## src/rtl/ps2_pkg.sv

```systemverilog
// Shared definitions for the PS/2 receive path: FSM states, frame geometry
// and the FIFO occupancy-count width helper.
package ps2_pkg;

    typedef enum logic [1:0] {
        IDLE  = 2'd0,
        SHIFT = 2'd1,
        CHECK = 2'd2
    } ps2_state_e;

    // Bits captured after the start bit: D0..D7, parity, stop.
    localparam int FRAME_BITS = 10;

    function automatic int cnt_width(input int depth);
        return $clog2(depth) + 1;
    endfunction

endpackage

```

## src/rtl/ps2_fifo.sv

```systemverilog
// Synchronous first-word-fall-through FIFO. A push while full is refused
// unless a pop happens in the same cycle; a pop while empty is ignored.
module ps2_fifo
    import ps2_pkg::*;
#(
    parameter int DEPTH = 4,
    parameter int WIDTH = 8
) (
    input  logic             clk,
    input  logic             reset,
    input  logic             push_i,
    input  logic [WIDTH-1:0] din_i,
    input  logic             pop_i,
    output logic [WIDTH-1:0] dout_o,
    output logic             full_o,
    output logic             empty_o
);

    localparam int PTR_W = $clog2(DEPTH);
    localparam int CNT_W = cnt_width(DEPTH);

    logic [WIDTH-1:0] mem_q [DEPTH];
    logic [PTR_W-1:0] wr_ptr_q;
    logic [PTR_W-1:0] rd_ptr_q;
    logic [CNT_W-1:0] count_q;
    logic             do_push;
    logic             do_pop;

    assign empty_o = (count_q == '0);
    assign full_o  = (count_q == CNT_W'(DEPTH));
    assign do_pop  = pop_i && !empty_o;
    assign do_push = push_i && (!full_o || do_pop);
    // Head reads as zero while empty so the output is defined out of reset.
    assign dout_o  = empty_o ? '0 : mem_q[rd_ptr_q];

    always_ff @(posedge clk) begin
        if (do_push) begin
            mem_q[wr_ptr_q] <= din_i;
        end
    end

    always_ff @(posedge clk or posedge reset) begin
        if (reset) begin
            wr_ptr_q <= '0;
            rd_ptr_q <= '0;
            count_q  <= '0;
        end else begin
            if (do_push) begin
                wr_ptr_q <= wr_ptr_q + 1'b1;
            end
            if (do_pop) begin
                rd_ptr_q <= rd_ptr_q + 1'b1;
            end
            case ({do_push, do_pop})
                2'b10:   count_q <= count_q + 1'b1;
                2'b01:   count_q <= count_q - 1'b1;
                default: count_q <= count_q;
            endcase
        end
    end

endmodule

```

## src/rtl/ps2_rx.sv

```systemverilog
// PS/2 device-to-host receiver: synchronizes and deglitches the pins,
// deframes 11-bit frames, checks them and buffers good bytes in a FIFO.
module ps2_rx
    import ps2_pkg::*;
#(
    parameter int FILTER_LEN     = 8,
    parameter int TIMEOUT_CYCLES = 200000,
    parameter int FIFO_DEPTH     = 4
) (
    input  logic       clk,
    input  logic       reset,
    input  logic       ps2_clk,
    input  logic       ps2_data,
    input  logic       rd_en,
    input  logic       err_clr,
    output logic [7:0] rx_data,
    output logic       rx_valid,
    output logic       frame_err,
    output logic       overflow
);

    localparam int FILT_W = $clog2(FILTER_LEN + 1);
    localparam int WDOG_W = $clog2(TIMEOUT_CYCLES + 1);
    localparam int BCNT_W = $clog2(FRAME_BITS + 1);

    logic [1:0]            clk_sync_q;
    logic [1:0]            data_sync_q;
    logic                  clk_filt_q;
    logic                  fall_q;
    logic [FILT_W-1:0]     filt_cnt_q;
    ps2_state_e            state_q;
    logic [BCNT_W-1:0]     bit_cnt_q;
    logic [FRAME_BITS-1:0] sr_q;
    logic [WDOG_W-1:0]     wdog_q;
    logic                  frame_err_q;
    logic                  overflow_q;

    logic data_bit;
    logic frame_ok;
    logic push;
    logic err_set;
    logic fifo_full;
    logic fifo_empty;
    logic fifo_drop;

    assign data_bit = data_sync_q[1];

    // The filtered clock flips only after FILTER_LEN consecutive samples that
    // disagree with it; any agreeing sample restarts the count.
    always_ff @(posedge clk or posedge reset) begin
        if (reset) begin
            clk_sync_q  <= 2'b11;
            data_sync_q <= 2'b11;
            clk_filt_q  <= 1'b1;
            fall_q      <= 1'b0;
            filt_cnt_q  <= '0;
        end else begin
            clk_sync_q  <= {clk_sync_q[0], ps2_clk};
            data_sync_q <= {data_sync_q[0], ps2_data};
            fall_q      <= 1'b0;
            if (clk_sync_q[1] == clk_filt_q) begin
                filt_cnt_q <= '0;
            end else if (filt_cnt_q == FILT_W'(FILTER_LEN - 1)) begin
                clk_filt_q <= clk_sync_q[1];
                filt_cnt_q <= '0;
                fall_q     <= clk_filt_q;
            end else begin
                filt_cnt_q <= filt_cnt_q + 1'b1;
            end
        end
    end

    // sr_q holds D0..D7 in [7:0], parity in [8], stop in [9].
    assign frame_ok = (^sr_q[8:0]) && sr_q[9];
    assign push     = (state_q == CHECK) && frame_ok;
    assign err_set  = ((state_q == IDLE)  && fall_q && data_bit)
                   || ((state_q == CHECK) && !frame_ok)
                   || ((state_q == SHIFT) && !fall_q && (wdog_q == WDOG_W'(TIMEOUT_CYCLES)));

    always_ff @(posedge clk or posedge reset) begin
        if (reset) begin
            state_q     <= IDLE;
            bit_cnt_q   <= '0;
            sr_q        <= '0;
            wdog_q      <= '0;
            frame_err_q <= 1'b0;
        end else begin
            case (state_q)
                IDLE: begin
                    if (fall_q && !data_bit) begin
                        state_q   <= SHIFT;
                        bit_cnt_q <= '0;
                        wdog_q    <= '0;
                    end
                end
                SHIFT: begin
                    if (fall_q) begin
                        sr_q      <= {data_bit, sr_q[FRAME_BITS-1:1]};
                        bit_cnt_q <= bit_cnt_q + 1'b1;
                        wdog_q    <= '0;
                        if (bit_cnt_q == BCNT_W'(FRAME_BITS - 1)) begin
                            state_q <= CHECK;
                        end
                    end else if (wdog_q == WDOG_W'(TIMEOUT_CYCLES)) begin
                        state_q <= IDLE;
                    end else begin
                        wdog_q <= wdog_q + 1'b1;
                    end
                end
                CHECK:   state_q <= IDLE;
                default: state_q <= IDLE;
            endcase
            if (err_set) begin
                frame_err_q <= 1'b1;
            end else if (err_clr) begin
                frame_err_q <= 1'b0;
            end
        end
    end

    // A pop in the same cycle makes room, so only a full FIFO with no pop drops.
    assign fifo_drop = push && fifo_full && !(rd_en && !fifo_empty);

    always_ff @(posedge clk or posedge reset) begin
        if (reset) begin
            overflow_q <= 1'b0;
        end else if (fifo_drop) begin
            overflow_q <= 1'b1;
        end else if (err_clr) begin
            overflow_q <= 1'b0;
        end
    end

    ps2_fifo #(
        .DEPTH (FIFO_DEPTH),
        .WIDTH (8)
    ) u_fifo (
        .clk     (clk),
        .reset   (reset),
        .push_i  (push),
        .din_i   (sr_q[7:0]),
        .pop_i   (rd_en),
        .dout_o  (rx_data),
        .full_o  (fifo_full),
        .empty_o (fifo_empty)
    );

    assign rx_valid  = !fifo_empty;
    assign frame_err = frame_err_q;
    assign overflow  = overflow_q;

endmodule

```

## config.mk

```make
export PLATFORM = sky130hd
export DESIGN_NAME = ps2_rx
export DESIGN_NICKNAME = d
export VERILOG_FILES = /design/src/rtl/ps2_pkg.sv /design/src/rtl/ps2_fifo.sv /design/src/rtl/ps2_rx.sv
export SDC_FILE = /design/constraint.sdc
export NUM_CORES = 1
export LEC_CHECK = 0
export ABC_AREA = 1
export CAP_MARGIN = 40
export CORE_ASPECT_RATIO = 0.7
export CORE_MARGIN = 2
export CORE_UTILIZATION = 30
export DETAILED_ROUTE_END_ITERATION = 10
export GPL_ROUTABILITY_DRIVEN = 1
export PLACE_DENSITY_LB_ADDON = 0.08
export SLEW_MARGIN = 20
export SYNTH_ARGS = -nofsm -noshare
export SYNTH_HDL_FRONTEND = slang
export SYNTH_HIERARCHICAL = 1
export SYNTH_SLANG_ARGS = --single-unit
```

## constraint.sdc

```tcl
create_clock -name clk -period 2.76 [get_ports clk]
set_clock_uncertainty 0.2 [all_clocks]
set_input_delay 0.552 -clock clk [delete_from_list [all_inputs] [get_ports clk]]
set_output_delay 0.552 -clock clk [all_outputs]
set_load 0.01 [all_outputs]
```

# After elaboration in Yosys (flattened, before gate mapping)
# Memories as Yosys holds them, arrays and structs flattened.
# Cells that the tools add are included.
classes:
  addsub: 7
  multipliers: 0
  n_div: 0
  order_cmp: 0
  eq_ne: 14
  shifts: 0
  muxes: 23
  n_bitwise: 1
  n_reduce_logical: 33
op_table:
  columns: ["operator", "count"]
  rows:
  - ["18-bit two-way mux", 3]
  - ["18-bit one-hot mux with 2 select lines", 1]
  - ["18-bit by 1-bit adder with 18-bit output (second input constant)", 1]
  - ["18-bit equality test (second input constant)", 1]
  - ["4-bit two-way mux", 4]
  - ["1-bit logical AND", 12]
  - ["3-bit AND reduction", 3]
  - ["9-bit parity", 1]
  - ["4-bit by 1-bit adder with 4-bit output (second input constant)", 2]
  - ["2-bit two-way mux", 4]
  - ["8-bit two-way mux", 1]
  - ["4-bit one-hot mux with 2 select lines", 1]
  - ["2-bit nonzero test", 4]
  - ["1-bit two-way mux", 7]
  - ["1-bit logical NOT", 6]
  - ["3-bit by 2-bit inequality test with 1-bit output (second input constant)", 2]
  - ["3-bit one-hot mux with 2 select lines", 1]
  - ["2-bit by 1-bit adder with 2-bit output (second input constant)", 2]
  - ["2-bit by 1-bit equality test with 1-bit output (second input constant)", 2]
  - ["2-bit equality test (second input constant)", 2]
  - ["4-bit by 3-bit equality test with 1-bit output (second input constant)", 1]
  - ["4-bit equality test (second input constant)", 1]
  - ["2-bit one-hot mux with 2 select lines", 1]
  - ["2-bit AND reduction", 2]
  - ["other kinds (11)", 13]
word_totals:
  ff_bits: 53
  latch_bits: 0
  ramBits: 32
  mem_bits_ro: 0
  wordCells: 93
  memories: 1
memory_table:
  columns: ["memory", "depth", "width", "rd", "rd_clocked_by_memory_dff", "write_ports", "line_no", "text"]
  rows:
  - ["u_fifo.mem_q", 4, 8, 1, 0, 1, "ps2_fifo.sv:22", "logic [WIDTH-1:0] mem_q [DEPTH];"]

# Longest topological paths before layout
logic_depth:
  ltp_word: 7
  mapped_depth: 19
  mapped_depth_nobuf: 19

# Hierarchy
# Netlist, hierarchy kept.
by_module_without_submodules:
  columns: ["mod", "instances", "cells_each", "area_per_inst_um2", "seq_area_each_um2"]
  rows:
  - ["ps2_rx", 1, 326, 2563.7, 1157.4]
  - ["ps2_fifo", 1, 186, 1840.5, 1136.1]

# Worst setup path after synthesis
# Ideal clock, no wire load.
synth_path:
  path_kind: "register to register"
  startpoint: "register sr_q[5]"
  endpoint: "register u_fifo.count_q[1]"
  arrival_time_ns: 2.177
  required_time_ns: 2.477
  setup_slack_ns: 0.300
  path_stages_with_launch: 14
  cell_sequence: "dfrtp_1 inv_1 nand2_1 nand2_1 nand2_1 nand3_1 nand3_1 nand3_1 nor3_1 nand2_2 ha_1 inv_1 fa_1 o21ai_0"
synth_via:
  elab_chain_cells: 6
synth_rtl:
  columns: ["item", "line_no", "text"]
  rows:
  - ["start, declared", "ps2_rx.sv:33", "logic [FRAME_BITS-1:0] sr_q;"]
  - ["start signal, assigned", "ps2_rx.sv:98", "sr_q <= {data_bit, sr_q[FRAME_BITS-1:1]};"]
  - ["9-bit parity *", "ps2_rx.sv:74", "assign frame_ok = (^sr_q[8:0]) && sr_q[9];"]
  - ["1-bit logical AND *", "ps2_rx.sv:74", null]
  - ["1-bit logical AND *", "ps2_rx.sv:75", "assign push = (state_q == CHECK) && frame_ok;"]
  - ["named net push", "ps2_rx.sv:40", "logic push;"]
  - ["1-bit logical AND *", "ps2_fifo.sv:32", "assign do_push = push_i && (!full_o || do_pop);"]
  - ["2-bit by 1-bit equality test with 1-bit output / 2-bit equality test (equally long branches)", "ps2_fifo.sv:54", "case ({do_push, do_pop})"]
  - ["3-bit one-hot mux with 2 select lines / 2-bit nonzero test (equally long branches)", null, null]
  - ["end signal, assigned", "ps2_fifo.sv:55", "2'b10: count_q <= count_q + 1'b1;"]
  - ["end signal, assigned", "ps2_fifo.sv:56", "2'b01: count_q <= count_q - 1'b1;"]
  - ["end signal, assigned", "ps2_fifo.sv:57", "default: count_q <= count_q;"]
  - ["end, declared", "ps2_fifo.sv:25", "logic [CNT_W-1:0] count_q;"]
# The timed path passes the listed nets; every way through them passes the cells marked *.
# A chain may end at the register's enable or synchronous reset.

# Final worst setup path
layout_path:
  startpoint: "register u_fifo.rd_ptr_q[0]"
  endpoint: "output port rx_data[4]"
layout_via:
  elab_chain_cells: 2
layout_rtl:
  columns: ["item", "line_no", "text"]
  rows:
  - ["start, declared", "ps2_fifo.sv:24", "logic [PTR_W-1:0] rd_ptr_q;"]
  - ["start signal, assigned", "ps2_fifo.sv:52", "rd_ptr_q <= rd_ptr_q + 1'b1;"]
  - ["memory 4 x 8 bit", null, null]
  - ["8-bit two-way mux", "ps2_fifo.sv:34", "assign dout_o = empty_o ? '0 : mem_q[rd_ptr_q];"]
  - ["end, declared", "ps2_rx.sv:16", "output logic [7:0] rx_data,"]
# No other way between the ends.

==> key figures <==
Worst setup path
  – R2R depth: 15
  – R2R Setup Slk: about 0.26 ns
  – Crit-path max cell delay: 0.56 ns
  – R2r endpoint: u_fifo/count_q[1]$_DFFE_PP0P_
  – Stages on worst setup path: 5
  – Critical Path End: rx_data[4]
  – Worst Path Buf+Inv: 2
  – Critical Path RT: 2.01 ns
  – RR Startpoint: sr_q[7]$_DFFE_PP0P_
  – CP Max Fanout: 18
  – Critical-path cell list: buf_4 > nand2_1 > nand3_1 > a21oi_1 > clkdlybuf4s50_1
  – CP startpoint kind: flop
  – CP Class: flop to output pin
  – CP max stage cell: clkdlybuf4s50_1
  – Critical Path Source: u_fifo/rd_ptr_q[0]$_DFFE_PP0P_
  – CP arrival: between 1.5 and 2 ns
  – Crit end category: output pin
  – Family with the most delay on the worst path: buffers and inverters

Power
  – Sw Share: 22.98%
  – Clk network pwr share: a little over two fifths
  – Pint: between 1.5 and 2 mW
  – Part of the power in combinational logic: between 4 and 5%
  – VDD IR max: about 250 uV
  – Net switching power: just under 0.6 mW
  – Cell area power density: ~500 mW/mm2
  – Reg power frac: between 50% and 60%
  – Pleak: 2.316 nW

Placement
  – Placed Area: 0.004848 mm2
  – DP Cell Count: ~730
  – IO buf count: 16
  – DP Wirelength: approximately 7600 um
  – Routability congestion estimate: between 0.8 and 0.9

Drt
  – DRC: 0
  – DR vias: around 3400
  – Detail Route Antenna Nets: 0
  – Starting DRT DRC Count: ~210
  – Total routed wirelength: approximately 10000 um
  – Routed len/inst: between 10 and 15 um
  – TritonRoute pass-1 iters: 4
  – Drt via density: 4.491

Clock tree
  – Cts hold-fix bufs: 0
  – Maximum clock insertion buffer count: 2
  – Clock sink count: 85
  – Root buffer cell: clkbuf_16
  – CTS Buf Count: 9
  – Clock-pin slew on the worst setup and hold paths: approximately 0.060 ns
  – TritonCTS clock tree: built
  – Clk_lat worst skew: roughly 0.35 ns
  – CTS H-tree depth: 3

Global routing
  – Vias in the first global route: between 3000 and 4000
  – First-pass GRT wire length: roughly 17000 um
  – Initial antenna violation count: 0
  – Largest net degree at the start of global routing: 19
  – Gr ovfl total: 0
  – Gr usage total: between 10% and 20%

Floorplanning
  – Row cnt: 37
  – Initial core utilization: 30.30%
  – Die width: around 150 um
  – Die H: around 110 um
  – I/O Pins: 17
  – Core ar.: between 0.01 and 0.015 mm2
  – Die area: roughly 0.016 mm2

Timing
  – Fin crit share: between 90 and 100%
  – Max Fclk: 376.9 MHz
  – Final min period: 2.653 ns
  – Fin Hold WS: 0.1571 ns
  – Worst-Margin Slew: 0.5417 ns
  – TNS Setup: 0 ns
  – Setup violators final: 0
  – Worst slew margin: between 60 and 70%
  – Pins Over Slew Limit: 0
  – Final hold vios: 0

Layout
  – Util after Layout: 35.58%
  – Post-route design area: roughly 0.0052 mm2
  – Nets@finish: between 500 and 600
  – Layout area overhead: 17.44%
  – Layout cell share with drive strength beyond 1: between 10% and 20%
  – Number of diodes: 0
  – Non-Filler Instances: about 750
  – Fillers: roughly 1500

Yosys
  – Sequential fraction of the synthesis area: 52.07%
  – Post-synth design cell area: 0.004404 mm2
  – Synth Register Bits: between 80 and 90
  – Syn Area/Cell: 8.602 um2
  – Yosys warnings: 6
  – Net Count, Synth: around 530
  – Post-Syn Instances: 512
  – Unique masters post-synth: 42

Hold path
  – Worst hold path class: flop to flop
  – Hold depth: 0

Run
  – Max Cap Viol: 0

Run status
  – Status: completed
## final cells by class
cell class	count	area (um2)	share of cell area [%]
sequential	85	2300	44.46
inverter	93	356.6	6.894
multi-input combinational	326	1709	33.04
timing repair buffer	34	302.8	5.854
clock buffer	11	232.7	4.499
clock inverter	5	27.53	0.5322
tap	195	244.0	4.717
## logic make-up (layout without fill, tap and decap cells)
| group | count (synthesis) | in the layout | synth area share (%) |
|---|---|---|---|
| xor gates and xnor gates | 11 | 11 | 2.187 |
| adders and majority gates | 11 | 11 | 3.295 |
| AOI/OAI and AO/OA | 53 | 53 | 7.216 |
| and+or+nand+nor | 250 | 250 | 25.43 |
| DFF | 85 | 85 | 52.07 |
| buffers and inverters | 101 | 143 | 9.574 |
| muxes | 1 | 1 | 0.2273 |
## power groups by stage
stage | sequential [mW] | clock, mW | combinational [mW]
floorplan | 1.39 | 0 | 0.0848
global placement | 1.40 | 0 | 0.122
detailed placement | 1.40 | 0 | 0.121
CTS | 1.37 | 1.14 | 0.125
global route | 1.38 | 1.19 | 0.142
finish | 1.37 | 1.08 | 0.122
## cell usage after synthesis (all sizes together)
library cell    n  area [um2]
and2            1       6.260
nand2         151       603.1
edfxtp         32       960.9
buf             6       57.54
inv            91       349.1
nor2           33       143.9
dfrtp          48        1201
xor2            7       61.31
fa              1       20.02
o31ai           3       22.52
ha             10       125.1
a21o            1       7.510
o21bai          2       15.01
nand4          18       112.6
a21oi          16       87.59
nor3            7       35.03
o21ai          28       162.7
xnor2           4       35.03
clkbuf          2       7.510
o31a            1       8.760
nand3          39       212.7
clkinv          2       7.510
mux2i           1       10.01
dfstp           5       131.4
or2             1       6.260
a21boi          1       7.510
a31oi           1       6.260
## worst reg2reg max path: stages, from the launching register on
cell	delay [ns]
dfrtp_2	0.44
inv_1	0.10
nand2_1	0.06
nand2_1	0.07
nand2_2	0.06
nand2_1	0.07
nand2_1	0.08
nand3_1	0.09
nand3_1	0.11
nor3_2	0.11
buf_4	0.14
nand2_2	0.06
ha_1	0.22
inv_2	0.07
fa_2	0.43
o21ai_1	0.13
## flip-flops by register name, summed over array words and instances, names as in the netlist, 2 cells and up
| register | cells |
|---|---|
| wdog_q | 18 |
| u_fifo/mem_q | 32 |
| clk_sync_q | 2 |
| u_fifo/count_q | 3 |
| sr_q | 10 |
| u_fifo/wr_ptr_q | 2 |
| bit_cnt_q | 4 |
| data_sync_q | 2 |
| filt_cnt_q | 4 |
| u_fifo/rd_ptr_q | 2 |
| state_q | 2 |
## worst min-delay path by stage
stage                                   startpoint                        to
after floorplan            clk_sync_q[0]$_DFF_PP1_   clk_sync_q[1]$_DFF_PP1_
after global placement     clk_sync_q[0]$_DFF_PP1_   clk_sync_q[1]$_DFF_PP1_
after detailed placement  data_sync_q[0]$_DFF_PP1_  data_sync_q[1]$_DFF_PP1_
after CTS                  clk_sync_q[0]$_DFF_PP1_   clk_sync_q[1]$_DFF_PP1_
after global routing       clk_sync_q[0]$_DFF_PP1_   clk_sync_q[1]$_DFF_PP1_
final                      clk_sync_q[0]$_DFF_PP1_   clk_sync_q[1]$_DFF_PP1_
## cells in the final DEF (no fill, tap or decap), drive strengths merged
master	netlist	routed
nand3	39	39
a21oi	16	16
clkbuf	2	11
clkdlybuf4s50	0	13
buf	6	18
dfrtp	48	48
fa	1	1
a21boi	1	1
nand4	18	18
dfstp	5	5
xor2	7	7
mux2i	1	1
nand2	151	151
nor3	7	7
xnor2	4	4
ha	10	10
or2	1	1
o31a	1	1
inv	91	91
nor2	33	33
clkinv	2	6
edfxtp	32	32
and2	1	1
o21bai	2	2
o31ai	3	3
a31oi	1	1
o21ai	28	28
a21o	1	1
dlymetal6s2s	0	3
clkinvlp	0	1
## timing repair
action,in CTS,in global routing
gates resized for setup,0,18
setup buffers,0,4
setup endpoints to repair,0,37
## per-layer routing
metal	track usage (%)	part of all wire (%)
met5	0	0
met2	18.88	38
met1	23.21	57
met4	3.878	1.0
met3	3.680	4.2
## stage by stage
step | power (mW) | worst slack (ns)
finish | 2.582 | 0.1070
global route | 2.711 | -0.008428
CTS | 2.640 | 0.03283
detailed placement | 1.521 | 0.08584
global placement | 1.521 | 0.1786
floorplan | 1.475 | 0.3003
No activity file was read; power rests on OpenSTA's default activity.
